--- src/rtl/vn_lut_update_ctrl.sv ---
// Loads a new VN LUT into the idle table half and swaps halves on an iteration boundary.
// Optional VN_LUT_SWAP_DRAIN_EN delays the swap until the two read pipeline stages have drained.
module vn_lut_update_ctrl #(
  parameter int QUAN_SIZE       = 3,
  parameter int LUT_PORT_SIZE   = 3,
  parameter int ENTRY_ADDR      = 5,
  parameter int MULTI_FRAME_NUM = 2,
  localparam int PW             = ENTRY_ADDR - $clog2(MULTI_FRAME_NUM)
) (
  input  logic                     write_clk,
  input  logic                     rst,
  input  logic                     load_start,
  input  logic                     lut_valid,
  output logic                     lut_ready,
  input  logic [LUT_PORT_SIZE-1:0] lut_data0,
  input  logic [LUT_PORT_SIZE-1:0] lut_data1,
  output logic [LUT_PORT_SIZE-1:0] lut_in_bank0,
  output logic [LUT_PORT_SIZE-1:0] lut_in_bank1,
  output logic [PW-1:0]            page_write_addr,
  output logic                     write_addr_offset,
  output logic                     we,
  output logic                     read_addr_offset,
  input  logic                     swap_req,
  output logic                     swap_ack,
  output logic                     load_busy,
  output logic                     load_done,
  output logic                     load_err
);

  // The half select is a single bit, so only two table halves are supported.
  if (QUAN_SIZE < 1 || LUT_PORT_SIZE < 1 || MULTI_FRAME_NUM != 2 || PW < 1) begin : g_param_check
    $error("vn_lut_update_ctrl: unsupported parameter set");
  end

  typedef enum logic [1:0] {IDLE, LOAD, WAIT_SWAP} state_t;

  state_t        state, state_next;
  logic [PW-1:0] beat_cnt, beat_cnt_next;
  logic          accept;
  logic          swap_fire;
  logic          swap_toggle;

`ifdef VN_LUT_SWAP_DRAIN_EN
  // Counts the drain cycles; whether to toggle is decided when the request arrives.
  logic [1:0] drain_cnt;
  logic       drain_toggle;

  always_ff @(posedge write_clk) begin
    if (rst) begin
      drain_cnt    <= 2'd0;
      drain_toggle <= 1'b0;
    end else if (drain_cnt == 2'd2) begin
      drain_cnt    <= 2'd0;
    end else if (drain_cnt != 2'd0) begin
      drain_cnt    <= drain_cnt + 2'd1;
    end else if (swap_req) begin
      drain_cnt    <= 2'd1;
      drain_toggle <= (state == WAIT_SWAP);
    end
  end

  assign swap_fire   = (drain_cnt == 2'd2);
  assign swap_toggle = drain_toggle;
`else
  assign swap_fire   = swap_req;
  assign swap_toggle = (state == WAIT_SWAP);
`endif

  always_comb begin
    state_next    = state;
    beat_cnt_next = beat_cnt;
    lut_ready     = 1'b0;
    load_busy     = 1'b0;
    case (state)
      IDLE: begin
        if (load_start) begin
          state_next    = LOAD;
          beat_cnt_next = '0;
        end
      end
      LOAD: begin
        lut_ready = 1'b1;
        load_busy = 1'b1;
        if (lut_valid) begin
          beat_cnt_next = beat_cnt + 1'b1;
          if (beat_cnt == '1) state_next = WAIT_SWAP;
        end
      end
      WAIT_SWAP: begin
        load_busy = 1'b1;
        if (swap_fire && swap_toggle) state_next = IDLE;
      end
      default: state_next = IDLE;
    endcase
  end

  assign accept            = lut_valid & lut_ready;
  assign write_addr_offset = ~read_addr_offset;

  // Bank write data and page are only updated on an accepted beat.
  always_ff @(posedge write_clk) begin
    if (rst) begin
      state            <= IDLE;
      beat_cnt         <= '0;
      we               <= 1'b0;
      lut_in_bank0     <= '0;
      lut_in_bank1     <= '0;
      page_write_addr  <= '0;
      load_done        <= 1'b0;
      load_err         <= 1'b0;
      swap_ack         <= 1'b0;
      read_addr_offset <= 1'b0;
    end else begin
      state     <= state_next;
      beat_cnt  <= beat_cnt_next;
      we        <= accept;
      load_done <= accept && (beat_cnt == '1);
      load_err  <= load_start && (state != IDLE);
      swap_ack  <= swap_fire;
      if (accept) begin
        lut_in_bank0    <= lut_data0;
        lut_in_bank1    <= lut_data1;
        page_write_addr <= beat_cnt;
      end
      if (swap_fire && swap_toggle) read_addr_offset <= ~read_addr_offset;
    end
  end

endmodule

--- config.mk ---
export PLATFORM = sky130hd
export DESIGN_NAME = vn_lut_update_ctrl
export DESIGN_NICKNAME = d
export VERILOG_FILES = /design/src/rtl/vn_lut_update_ctrl.sv
export SDC_FILE = /design/constraint.sdc
export NUM_CORES = 1
export LEC_CHECK = 0
export ABC_AREA = 1
export BUFFER_PORTS_ARGS = -buffer_cell sky130_fd_sc_hd__buf_2
export CAP_MARGIN = 5
export CORE_MARGIN = 1.5
export CORE_UTILIZATION = 49
export DETAILED_ROUTE_END_ITERATION = 16
export PLACE_DENSITY = 0.77
export SYNTH_ARGS = -nofsm -noshare
export SYNTH_HDL_FRONTEND = slang
export SYNTH_SLANG_ARGS = --single-unit
--- constraint.sdc ---
create_clock -name write_clk -period 1.5 [get_ports write_clk]
set_input_delay 0.15 -clock write_clk [delete_from_list [all_inputs] [get_ports write_clk]]
set_output_delay 0.15 -clock write_clk [all_outputs]
set_load 0.05 [all_outputs]
Word-level counts from Yosys, hierarchy flattened
Index checks and enable logic that the tools add are counted.
Word-level totals
  flip-flop bits (word level): 21
  bits in latches: 0
  bits in writable memories: 0
  ROM bits: 0
  input bits: 11
  output and inout bits: 18
  word-level logic and storage cells: 39
  memories: 0
Operators by class
  $add $sub $neg: 1
  multiply operators: 0
  divide/modulo/power cells: 0
  order comparisons: 0
  eq/ne operators: 7
  shift operators: 0
  muxes and demuxes: 10
  bitwise gates (word level): 2
  reduce and logical (&&, ||, !) cells: 9
Operators with widths (count)
  two-way mux 2 bit: 4
  two-way mux 4 bit: 2
  case mux 4 bit (2 select lines): 1
  inequality test 2 bit (second input constant): 3
  case mux 2 bit (3 select lines): 1
  adder 4 x 1 -> 4 bit (second input constant): 1
  == test 4 bit (second input constant): 1
  AND reduction 4 bit: 1
  nonzero test 2 bit: 2
  logical AND 1 bit: 3
  AND reduction 3 bit: 1
  == test 2 x 1 -> 1 bit (second input constant): 1
  == test 2 bit (second input constant): 1
  logical NOT 2 bit: 1
  two-way mux 1 bit: 2
  inequality test 2 x 1 -> 1 bit (second input constant): 1
  OR reduction 2 bit: 1
  bitwise AND 1 bit: 1
  NOT 1 bit: 1

Longest topological paths before layout
  depth in word-level cells: 4
  gate-level depth with buffers: 9
  depth with buffers taken out: 9

Worst setup path after synthesis
OpenSTA, ideal clock, no wires.
  path kind: register to register
  from: register state[1]
  to: register beat_cnt[0]
  library setup time: 126 ps
  data arrival time: 1424 ps
  required time: 1374 ps
  slack: -50 ps
  stages on the path, launching flop included: 8
  path buffers: 0
  clock period less this slack: 1550 ps
  path through: dfxtp_1 -> inv_1 -> ha_1 -> nand2_2 -> nand2_4 -> nand2_4 -> nor2_1 -> nor3_2
Between the ends
  word-level cells in the longest chain between the ends: 3
  elaborated cells on any way between the ends: 7
  classes of those cells: eq/ne (3); mux (1); reduce/logical (3)
RTL lines
  start: declaration: line 37  | state_t state, state_next;
  start signal: assignment: line 114  | state <= state_next;
  == test 2 x 1 -> 1 bit / logical NOT 2 bit (equally long branches): line 74  | case (state)
  inequality test 2 bit (no source line) / nonzero test 2 bit (equally long branches)
  AND reduction 3 bit (no source line)
  end signal: assignment: line 115  | beat_cnt <= beat_cnt_next;
  end: declaration: line 38  | logic [PW-1:0] beat_cnt, beat_cnt_next;
Several ways; a longest one is shown, not always the timed one.
A chain may end at the register's enable or synchronous reset.

Final worst setup path
  from: register state[1]
  to: output lut_ready
Between the ends
  word-level cells in the longest chain between the ends: 2
RTL lines
  == test 2 x 1 -> 1 bit: line 74
  two-way mux 1 bit: line 74
  end: declaration: line 14  | output logic lut_ready,
No other way between the ends.

==> run summary <==
Status: completed
Comb pwr share: 0.558
Post-CTS Hold Buffers: 0
DIE AREA: 2179 um^2
Largest cells by area after synthesis: dfxtp_1 45%, nor2_1 10%, ha_1 8.0%, o21ai_0 6.4%, inv_1 5.6%
Slew headroom: 0.7694
Site row count: 15
Setup WS post-layout: 78.36 ps
Most frequent cells in the layout: 26 x buf_2, 25 x nor2_1, 20 x dfxtp_1
Chip Width: 46.68 um
Internal power: 1.135 mW
Final hold viol count: 0
Clk root buf: clkbuf_4
WHS Endpoint: lut_in_bank0[0]$_SDFFE_PP0P_
Worst R2R Setup Slack: 150 ps
Area of the mapped netlist: 934.6 um^2
Seq pwr share: 0.324
Unrepaired setup endpoints after global routing: true
Critical path arrival: 1270 ps
Final slew viol count: 0
Cell Area, Placed: 1100 um^2
Post-Syn Instances: 120
Maximum buffer depth of the clock tree: 2
Synth unique cells: 20
EDFF count, synth: 0
Most common cell after layout, fill and taps aside: buf_2
Final wirelength: 1981 um
Area grow syn2layout: 21.82%
Wire per inst: 11.26 um
Kind of end point of the critical path: output pin
Max frequency: 0.7034 GHz
Register bit total from synthesis: 21
Clock power frac: 0.118
CTS buffer count: 3
Critical path class: register to output pin
GRT Residual Overflow: 0
Mean area per synthesized cell: 7.789 um^2
Vias/cell: 5.011
Area leader, netlist: dfxtp_1
Top-area cell type share of the netlist area: 0.4498
Synth warn: 0
Vias in the first global route: 745
Pwr Total: 2.307 mW
Dpl ws: 121.4 ps
Area of the core: 1764 um^2
Clk Latency, worst-skew pair: 310 ps
Post-CTS Repair Setup Buffers: 0
Cell area after layout: 1139 um^2
RePlAce Congestion: 0.8823
Max Cap Viol: 0
CP required: 1350 ps
Top FF cell, synth: dfxtp_1
Sequential fraction of the synthesis area: 0.4498
Final net count: 169
Reg2reg start: state[1]$_SDFFE_PP0P_
Actual transition at the worst max-transition pin: 342.3 ps
Worst Path Max Fanout: 6
Hold Crit Depth: 3
Switching share of power: 0.5080
Skew final: 9.787 ps
Vias: 882
DP HPWL: 1532 um
Post-Syn Nets: 137
HP Start: lut_data0[0]
Layout cells sized above 1: 0.3046
Iter 0 DRT Violations: 31
Initial antenna violation count: 0
Async S/R FF share, synth: 0
Top Ports: 29
Setup violators final: 0
Reg-to-Reg End: beat_cnt[0]$_SDFFE_PP0P_
Max rail drop VDD: 1.448 mV
Die Span Y: 46.68 um
FF-to-FF path depth: 5
Crit path launch type: register
Clk slew on worst S/H paths: 120 ps
Pleak: 0.5701 nW
DRT Pass-1 Iters: 4
H-tree levels: 1
CTS tree: yes
Hold WC Path Type: input pin to register
CTS sink cnt: 21
IO Port Bufs: 28
Largest net degree at the start of global routing: 14
N_diodes: 0
First-pass GRT wire length: 3132 um
Period utilisation layout: 0.9478
Post-route minimum period: 1422 ps
P_sw: 1.172 mW
Drc violations: 0
Initial Util: 0.5298
Antenna Nets Post-Route: 0
Tot GR Track Use: 0.2095
Pwr per Cell Area: 2026 nW/um^2
==> sequential cells by signal, indices dropped and copies added, names as in the netlist, 2 cells and up <==
register	flops
lut_in_bank1	3
beat_cnt	4
state	2
page_write_addr	4
lut_in_bank0	3
==> cell usage after synthesis (2+ instances only) <==
| library cell | number |
|---|---|
| inv_2 | 2 |
| dfxtp_1 | 21 |
| o21ai_0 | 12 |
| ha_1 | 6 |
| a21oi_1 | 6 |
| nand2_4 | 2 |
| nor3_1 | 2 |
| inv_1 | 14 |
| nand2_1 | 12 |
| nand4_1 | 2 |
| nand3_1 | 5 |
| nand2_2 | 4 |
| nor2_1 | 25 |
==> metrics by stage <==
| stage | TNS [ps] | std cells | util | hold slack, ps |
|---|---|---|---|---|
| 6_report | 0 | 176 | 0.6454 | 82.82 |
| 5_1_grt | -13.54 | 176 | 0.6454 | 86.51 |
| 4_1_cts | 0 | 176 | 0.6404 | 73.12 |
| 3_5_place_dp | 0 | 172 | 0.6234 | 411.5 |
| 3_3_place_gp | 0 | 172 | 0.6234 | 401.5 |
| 2_1_floorplan | 0 | 120 | - | 219.1 |
==> layer usage <==
metal / GRT usage / up-vias / share of wire
li1: - / 445 / -
met1: 0.2548 / 386 / 0.43
met2: 0.3556 / 46 / 0.48
met3: 0.03529 / 5 / 0.071
met4: 0.1000 / 0 / 0.018
met5: 0 / - / 0
==> logic make-up (layout without fill, tap and decap cells) <==
kind of cell,count (synthesis),count (layout),synth area share
simple gates,55,55,0.2784
flops,21,21,0.4498
compound gates,20,20,0.1098
buf+inv,18,49,0.08166
fa+ha+maj,6,6,0.08032
==> final cells by class <==
type	count	area (um^2)
Clock buffer	3	22.52
Tap cell	25	31.28
Multi-Input combinational cell	81	445.4
Fill cell	183	625.6
Sequential cell	21	421.7
Clock inverter	1	5.005
Timing Repair Buffer	29	152.6
Inverter	16	60.06
==> power groups by stage <==
stage | registers, mW | logic (mW) | clock network (mW)
after global placement | 0.752 | 1.23 | 0
after global routing | 0.763 | 1.42 | 0.302
after detailed placement | 0.760 | 1.26 | 0
after CTS | 0.747 | 1.28 | 0.282
after floorplan | 1.04 | 0.752 | 0
final | 0.748 | 1.29 | 0.273
==> worst max path at each step <==
stage,slack (ps),depth (start not counted),to,startpoint
after floorplan,150,7,beat_cnt[0]$_SDFFE_PP0P_,state[1]$_SDFFE_PP0P_
after global placement,150,6,state[1]$_SDFFE_PP0P_,state[0]$_SDFFE_PP0P_
after CTS,20,3,lut_ready,state[1]$_SDFFE_PP0P_
after global routing,-10,3,lut_ready,state[1]$_SDFFE_PP0P_
after detailed placement,120,6,state[1]$_SDFFE_PP0P_,state[0]$_SDFFE_PP0P_
final,80,3,lut_ready,state[1]$_SDFFE_PP0P_
==> critical path, cell delays in order, from the launching register on <==
cell and delay, ps:
dfxtp_1 340, inv_1 110, ha_2 260, clkbuf_4 250
==> repair_timing <==
item                                    CTS  global route
gates resized for setup                   1             3
pin swaps                                 0             0
endpoints found under the setup margin    1             4
Power figures use the tool's default switching activity.
